`src/rtl/muldiv_pkg.sv`:
```
// rtl/muldiv_pkg.sv - shared encodings and helpers for the HI/LO multiply/divide unit
package muldiv_pkg;

    localparam logic [1:0] OP_MULTU = 2'b00;
    localparam logic [1:0] OP_MULT  = 2'b01;
    localparam logic [1:0] OP_DIVU  = 2'b10;
    localparam logic [1:0] OP_DIV   = 2'b11;

    localparam int DIV_ITERS = 32;

    typedef enum logic [1:0] {
        IDLE = 2'd0,
        MUL  = 2'd1,
        DIV  = 2'd2,
        FIX  = 2'd3
    } state_t;

    // Two's-complement negate when neg is set; used for magnitude and sign fix-up.
    function automatic logic [31:0] cond_neg(input logic [31:0] v, input logic neg);
        return neg ? (~v + 32'd1) : v;
    endfunction

endpackage

```
`src/rtl/div_core.sv`:
```
// rtl/div_core.sv - restoring unsigned divider, one shift/subtract step per enabled cycle
module div_core (
    input  logic        clk,
    input  logic        rst,
    input  logic        load,
    input  logic        en,
    input  logic [31:0] dividend,
    input  logic [31:0] divisor,
    output logic [31:0] quotient,
    output logic [31:0] remainder
);

    logic [31:0] rem_q;
    logic [31:0] quo_q;
    logic [31:0] dvs_q;
    logic [32:0] shifted;
    logic [32:0] diff;

    // The quotient register doubles as the dividend shifter: its MSB feeds the
    // partial remainder while result bits enter at the LSB.
    assign shifted = {rem_q, quo_q[31]};
    assign diff    = shifted - {1'b0, dvs_q};

    always_ff @(posedge clk) begin
        if (!rst) begin
            rem_q <= '0;
            quo_q <= '0;
            dvs_q <= '0;
        end else if (load) begin
            rem_q <= '0;
            quo_q <= dividend;
            dvs_q <= divisor;
        end else if (en) begin
            if (!diff[32]) begin
                rem_q <= diff[31:0];
                quo_q <= {quo_q[30:0], 1'b1};
            end else begin
                rem_q <= shifted[31:0];
                quo_q <= {quo_q[30:0], 1'b0};
            end
        end
    end

    assign quotient  = quo_q;
    assign remainder = rem_q;

endmodule

```
`src/rtl/muldiv_unit.sv`:
```
// rtl/muldiv_unit.sv - execute-stage multiply/divide unit owning the HI/LO registers
module muldiv_unit #(
    parameter int MUL_CYCLES = 4
) (
    input  logic        clk,
    input  logic        rst,
    input  logic        start,
    input  logic [1:0]  op,
    input  logic [31:0] a_in,
    input  logic [31:0] b_in,
    input  logic        wr_hi,
    input  logic        wr_lo,
    input  logic        rd_hilo,
    output logic        busy,
    output logic        stall_req,
    output logic [31:0] hi_out,
    output logic [31:0] lo_out
);

    import muldiv_pkg::*;

    state_t      state_q, state_d;
    logic [4:0]  cnt_q, cnt_d;
    logic [31:0] hi_q, hi_d;
    logic [31:0] lo_q, lo_d;
    logic [31:0] a_q, b_q;
    logic        sgn_q;

    logic        accept;
    logic        op_signed;
    logic        op_is_div;
    logic        dc_load;
    logic        dc_en;
    logic [31:0] dc_quo;
    logic [31:0] dc_rem;
    logic [31:0] a_mag, b_mag;
    logic        q_neg, r_neg;

    logic signed [63:0] mul_a, mul_b, prod;

    assign op_signed = (op == OP_MULT) || (op == OP_DIV);
    assign op_is_div = (op == OP_DIVU) || (op == OP_DIV);
    assign accept    = (state_q == IDLE) && start;

    // Signed divides run on magnitudes; the sign is restored in FIX from the latched raw operands.
    assign a_mag = cond_neg(a_in, op_signed && a_in[31]);
    assign b_mag = cond_neg(b_in, op_signed && b_in[31]);
    assign q_neg = sgn_q && (a_q[31] ^ b_q[31]);
    assign r_neg = sgn_q && a_q[31];

    // Extending to 64 bits before multiplying gives the exact product for both signednesses.
    assign mul_a = sgn_q ? {{32{a_q[31]}}, a_q} : {32'd0, a_q};
    assign mul_b = sgn_q ? {{32{b_q[31]}}, b_q} : {32'd0, b_q};
    assign prod  = mul_a * mul_b;

    div_core u_div_core (
        .clk       (clk),
        .rst       (rst),
        .load      (dc_load),
        .en        (dc_en),
        .dividend  (a_mag),
        .divisor   (b_mag),
        .quotient  (dc_quo),
        .remainder (dc_rem)
    );

    always_ff @(posedge clk) begin
        if (!rst) begin
            state_q <= IDLE;
            cnt_q   <= '0;
            hi_q    <= '0;
            lo_q    <= '0;
            a_q     <= '0;
            b_q     <= '0;
            sgn_q   <= 1'b0;
        end else begin
            state_q <= state_d;
            cnt_q   <= cnt_d;
            hi_q    <= hi_d;
            lo_q    <= lo_d;
            if (accept) begin
                a_q   <= a_in;
                b_q   <= b_in;
                sgn_q <= op_signed;
            end
        end
    end

    always_comb begin
        state_d = state_q;
        cnt_d   = cnt_q;
        hi_d    = hi_q;
        lo_d    = lo_q;
        dc_load = 1'b0;
        dc_en   = 1'b0;
        case (state_q)
            IDLE: begin
                if (start) begin
                    // start outranks a same-cycle MTHI/MTLO, whose write is dropped.
                    dc_load = op_is_div;
                    state_d = op_is_div ? DIV : MUL;
                    cnt_d   = op_is_div ? 5'(DIV_ITERS - 1) : 5'(MUL_CYCLES - 1);
                end else begin
                    if (wr_hi) hi_d = a_in;
                    if (wr_lo) lo_d = a_in;
                end
            end
            MUL: begin
                if (cnt_q == 5'd0) begin
                    hi_d    = prod[63:32];
                    lo_d    = prod[31:0];
                    state_d = IDLE;
                end else begin
                    cnt_d = cnt_q - 5'd1;
                end
            end
            DIV: begin
                dc_en = 1'b1;
                if (cnt_q == 5'd0) begin
                    state_d = FIX;
                end else begin
                    cnt_d = cnt_q - 5'd1;
                end
            end
            FIX: begin
                state_d = IDLE;
                if (b_q == 32'd0) begin
                    hi_d = a_q;
                    lo_d = 32'hFFFF_FFFF;
                end else begin
                    hi_d = cond_neg(dc_rem, r_neg);
                    lo_d = cond_neg(dc_quo, q_neg);
                end
            end
            default: state_d = IDLE;
        endcase
    end

    always_ff @(posedge clk) begin
        if (rst && (state_q == IDLE) && start) begin
            assert (!(wr_hi || wr_lo));
        end
    end

    assign busy      = (state_q != IDLE);
    assign stall_req = busy && (start || rd_hilo || wr_hi || wr_lo);
    assign hi_out    = hi_q;
    assign lo_out    = lo_q;

endmodule

```
`config.mk`:
```
export PLATFORM = sky130hd
export DESIGN_NAME = muldiv_unit
export DESIGN_NICKNAME = d
export VERILOG_FILES = /design/src/rtl/muldiv_pkg.sv /design/src/rtl/div_core.sv /design/src/rtl/muldiv_unit.sv
export SDC_FILE = /design/constraint.sdc
export NUM_CORES = 2
export LEC_CHECK = 0
export ABC_AREA = 1
export CORE_UTILIZATION = 55
export CTS_CLUSTER_DIAMETER = 100
export DETAILED_ROUTE_END_ITERATION = 8
export DONT_BUFFER_PORTS = 1
export PLACE_DENSITY = 0.8
export SKIP_LAST_GASP = 1
export SLEW_MARGIN = 20
export SYNTH_ARGS = -nofsm -noshare
export SYNTH_HDL_FRONTEND = slang
export SYNTH_SLANG_ARGS = --single-unit
```
`constraint.sdc`:
```
create_clock -name clk -period 10.89 [get_ports clk]
set_input_delay 0.5445 -clock clk [delete_from_list [all_inputs] [get_ports clk]]
set_output_delay 0.5445 -clock clk [all_outputs]
set_load 0.03 [all_outputs]
```
# Word-level counts from Yosys, hierarchy flattened
# Cells that the tools add are included.
[op_classes]
bitwise = 6
mux = 32
n_addsub = 6
mul = 1
n_eq_ne = 13
n_reduce_logical = 24
[ops]
columns = ["operator", "count"]
rows = [
  ["$mux W32", 15],
  ["$pmux W32 S3", 2],
  ["$add A32 B1 Y32 const B", 4],
  ["$mux W64", 2],
  ["$not A32 Y32", 4],
  ["$mul A64 B64 Y64", 1],
  ["$sub A33 B32 Y33", 1],
  ["$logic_not A32 Y1", 1],
  ["$mux W5", 3],
  ["$ne A2 B2 Y1 const B", 7],
  ["$pmux W5 S2", 1],
  ["$eq A2 B2 Y1 const B", 4],
  ["$mux W2", 4],
  ["$pmux W2 S4", 1],
  ["$reduce_and A4 Y1", 2],
  ["$logic_and A1 B1 Y1", 6],
  ["$reduce_and A3 Y1", 2],
  ["$reduce_bool A2 Y1", 3],
  ["$logic_not A5 Y1", 1],
  ["$logic_or A1 B1 Y1", 5],
  ["$sub A5 B1 Y5 const B", 1],
  ["$eq A2 B1 Y1 const B", 2],
  ["$mux W1", 4],
  ["$reduce_or A2 Y1", 2],
  ["4 further kinds", 4],
]
[word_totals]
input_bits = 72
elab_cells = 92
reg_bits = 232
output_inout_bits = 66

# Logic depth before layout (Yosys ltp)
[depth]
ltp_word = 5
ltp_mapped = 40
ltp_nobuf = 37

# By module
# Synthesis repeated with hierarchy kept, for this count alone.
[hier_totals]
cells_unflattened = 8796
area_unflattened_um2 = 66216.0
[by_module_without_submodules]
columns = ["mod", "cells_per_inst", "area_each_um2", "seq_area_each_um2", "instances"]
rows = [
  ["muldiv_unit", 7637, 59434.5, 2722.6, 1],
  ["div_core", 1159, 6781.5, 1921.8, 1],
]

# Worst setup path after synthesis
# Ideal clock, no wire load.
[synth_timing]
path_kind = "register to register"
from = "register a_q[31]"
to = "register hi_q[26] (netlist: hi_out[26])"
synth_period_minus_slack_ns = 9.058
setup_slack_ns = 1.832
path_stages_with_launch = 35
t_required_ns = 10.820
n_path_buf = 4
arrival_time_ns = 8.988
setup_ns = 0.070
cell_sequence = "dfxtp_1 clkbuf_1 nand2_1 inv_1 clkbuf_1 clkbuf_1 buf_2 nand2_1 inv_1 fa_1 inv_1 fa_1 inv_1 fa_1 inv_1 fa_1 inv_1 fa_1 fa_1 fa_1 fa_1 fa_1 inv_1 fa_1 inv_1 ha_1 nand2_1 nor2_1 inv_1 nor4_1 nand2_1 o211ai_1 or2_2 nand3_1 a21oi_1"
[synth_between]
elab_chain_len = 4
elab_cells_between_ends = 7
cone_classes = "mul: 1; mux: 5; reduce/logical: 1"
[synth_lines]
columns = ["element", "line_no", "rtl"]
rows = [
  ["from (decl)", "muldiv_unit.sv:26", "logic [31:0] a_q, b_q;"],
  ["from (signal assigned)", "muldiv_unit.sv:82", "a_q <= a_in;"],
  ["$mux W64 or $logic_and A1 B1 Y1 (tied branches)", "muldiv_unit.sv:52, muldiv_unit.sv:49", ""],
  ["$mul A64 B64 Y64 or $mux W32 (tied branches)", "muldiv_unit.sv:54, muldiv_pkg.sv:20", ""],
  ["$mux W32 (on tied branches)", "muldiv_unit.sv:109, muldiv_unit.sv:127", ""],
  ["$pmux W32 S3 *", "muldiv_unit.sv:96", "case (state_q)"],
  ["to (signal assigned)", "muldiv_unit.sv:79", "hi_q <= hi_d;"],
  ["to (decl)", "muldiv_unit.sv:24", "logic [31:0] hi_q, hi_d;"],
]
# Mark *: on every way between the ends. The rest lies on a longest branch, timed or not. The select of a mux whose other input is x is not followed.
# A chain may end at the register's enable or synchronous reset.

# Worst setup path after layout
[layout_timing]
from = "register sgn_q"
to = "register hi_q[25] (netlist: hi_out[25])"
[layout_between]
elab_chain_len = 4
elab_cells_between_ends = 8
cone_classes = "mul: 1; mux: 6; reduce/logical: 1"
[layout_lines]
columns = ["element", "line_no", "rtl"]
rows = [
  ["from (decl)", "muldiv_unit.sv:27", "logic sgn_q;"],
  ["from (signal assigned)", "muldiv_unit.sv:84", "sgn_q <= op_signed;"],
  ["$mux W64 (tied with other cells)", "muldiv_unit.sv:52", "assign mul_a = sgn_q ? {{32{a_q[31]}}, a_q} : {32'd0, a_q};"],
  ["$mul A64 B64 Y64 or $mux W32 (tied branches)", "muldiv_unit.sv:54, muldiv_pkg.sv:20", ""],
  ["$mux W32 (on tied branches)", "muldiv_unit.sv:109, muldiv_unit.sv:127", ""],
  ["$pmux W32 S3 *", "muldiv_unit.sv:96", ""],
]
# Marks and branches as above.

==> results.toml <==
[status]
outcome = "complete, no violations"

[timing]
fmax_mhz = 97.3
period_needed_ns = 10.28
max_slew_margin_pct = 25.9
tightest_slew_ns = 1.11
final-max-slew-violation-count = 0
min_period_over_period_pct = 94.4
setup_violations = 0
fin_tns_setup_ns = 0
fin_worst_skew_ns = 0.0265
finalHoldViolCount = 0
rsz0062_at_grt = "no"

[clock_tree]
root_buffer = "clkbuf_16"
clock_sinks = 232
cts_tree = "done"
cts_inserted_buffers = 30
clk-insertion-delay-late_ns = 0.60
clock_path_buffers = 3
htree_num_levels = 1
clkTransAtPathRegs_ns = 0.06
hold_buffers = 0
cts_setup_buffers = 0
cts_resized = 0

[yosys]
synth_warnings = 0
avgSynthCellArea_sq_um = 7.65
seq_area_frac_synth_pct = 7.07
yosys.area.top_type = "fa_1"
synth-edff-count = 0
synthCells = 8583
synth_top_area_share_pct = 43.3
synth_ff_type = "dfxtp_1"
synth_seq_cells = 232
ys_top_cells_by_area = "fa_1, inv_1, nand2_1"
ys_types = 62
synth_nets = 10500
syn_area_sq_um = 65700
async_flop_share_pct = 0

[routing]
drc = 0
drtIter0Drc = 5536
ant_nets = 0
dr_total_vias = 55900
routedWlPerCell_um = 23.1
drt-pass1-iter-count = 8
routed_wl_mm = 229
via_per_inst = 5.64

[setup_path]
path_class = "flip-flop to flip-flop"
critPathMostFrequentCell = "fa_1"
crit_slowest_cell = "fa_1"
worstSetupStartpoint = "sgn_q$_SDFFE_PN0P_"
worstPathMaxFanout = 17
worstPathArrival_ns = 10.75
rr_startpoint = "sgn_q$_SDFFE_PN0P_"
start_kind = "flip-flop"
ff2ff_setup_slack_ns = 0.61
critPathMaxStageDelay_ns = 0.93
critPathRequiredTime_ns = 11.36
path_delay_family = "adder cells"
cp-end-kind = "flip-flop"
crit_buf_inv = 9

[final_layout]
final_nets = 10200
mostFrequentLayoutCells = "inv_1, nand2_1, fa_1"
final_cell_area_sq_um = 68100
drive_above_1_share_pct = 3.70
layout_commonest_cell = "inv_1"
areaGrowthSynthToFinish_pct = 3.68
fillers = 10800

[floorplan]
dieArea_sq_um = 121000
row_count = 126
die_height_um = 348
dieWidth_um = 348
io_pins = 138
core-area_sq_um = 118000
initial_core_util_pct = 55.5

[global_route]
gr-usage-all-layers_pct = 38.7
grt_first_pass_wirelength_mm = 350
grt_pass1_vias = 58600
antenna_found_initial = 12
grt_max_degree = 158
grt-ovfl-total = 0

[place]
placed_area_sq_um = 67000
hpwl_mm = 190
globalplace.congestion = 1.07
portBuffers = 0

[min_path]
hold_start = "b_in[20]"
hold_class = "input pin to flip-flop"

[flow_run]
drv_cap = 0
==> cell usage after synthesis, drive strengths merged (30+ instances only) <==
master     n
a21oi    355
a31oi     48
buf       60
clkbuf   317
dfxtp    232
fa      1422
ha       392
inv     2625
nand2   1719
nand3    221
nand4     30
nor2     423
nor3      63
o211ai    51
o21ai    371
o22ai     37
or2       31
xor2      36
==> state kept, by name (all words and copies together), names as in the netlist <==
signal                flops
a_q                      32
b_q                      32
hi_out                   32
lo_out                   32
u_div_core.dvs_q         32
u_div_core.quotient      32
u_div_core.remainder     32
cnt_q                     5
state_q                   2
sgn_q                     1
==> kinds of logic (layout without fill, tap and decap cells) <==
logic type	after synthesis	count (layout)	share of synthesized area (%)
buffers and inverters	3003	2792	17.3
XOR/XNOR	64	64	0.854
other	0	5	0
AND/OR/NAND/NOR	2528	2528	15.8
flip-flops	232	232	7.07
AO/OA/AOI/OAI	942	942	8.17
adder cells (fa/ha/maj)	1814	1814	50.8
==> metrics by stage <==
step	hold slack, ns	std cells	worst slack [ns]	util (%)
final	0.0710	9913	0.609	57.6
after global routing	0.0957	9908	0.148	57.6
after CTS	0.0708	9908	0.503	57.6
after detailed placement	0.441	9852	0.531	56.7
after global placement	0.437	9852	0.791	56.7
after floorplan	0.422	8583	1.83	-
==> layout make-up <==
class	instances	area, sq um	share of cell area, %
multi-input combinational	5348	49700	73.0
inverter	2626	9860	14.5
sequential	232	4650	6.83
tap	1536	1920	2.82
clock buffer	42	887	1.30
timing repair buffer	110	876	1.29
clock inverter	14	185	0.272
antenna	5	12.5	0.0184
==> per-layer routing <==
layer	vias up	part of all wire, %	global-route usage (%)
met4	8	6.7	21.4
met5	-	0.025	0
met2	2980	46	62.6
li1	24400	-	-
met1	27800	37	48.6
met3	749	10	7.89
==> worst paths after layout <==
check                                      endpoint  cells past startpoint
setup / recovery            hi_out[25]$_SDFFE_PN0P_                     30
setup reg to reg            hi_out[25]$_SDFFE_PN0P_                     30
hold / removal                 b_q[20]$_SDFFE_PN0P_                      2
hold reg to reg   u_div_core.dvs_q[30]$_SDFFE_PN0P_                      2
Power is left out: the tool's default activity adds up to more than one toggle a clock period on the data nets, which glitch-free logic cannot reach.
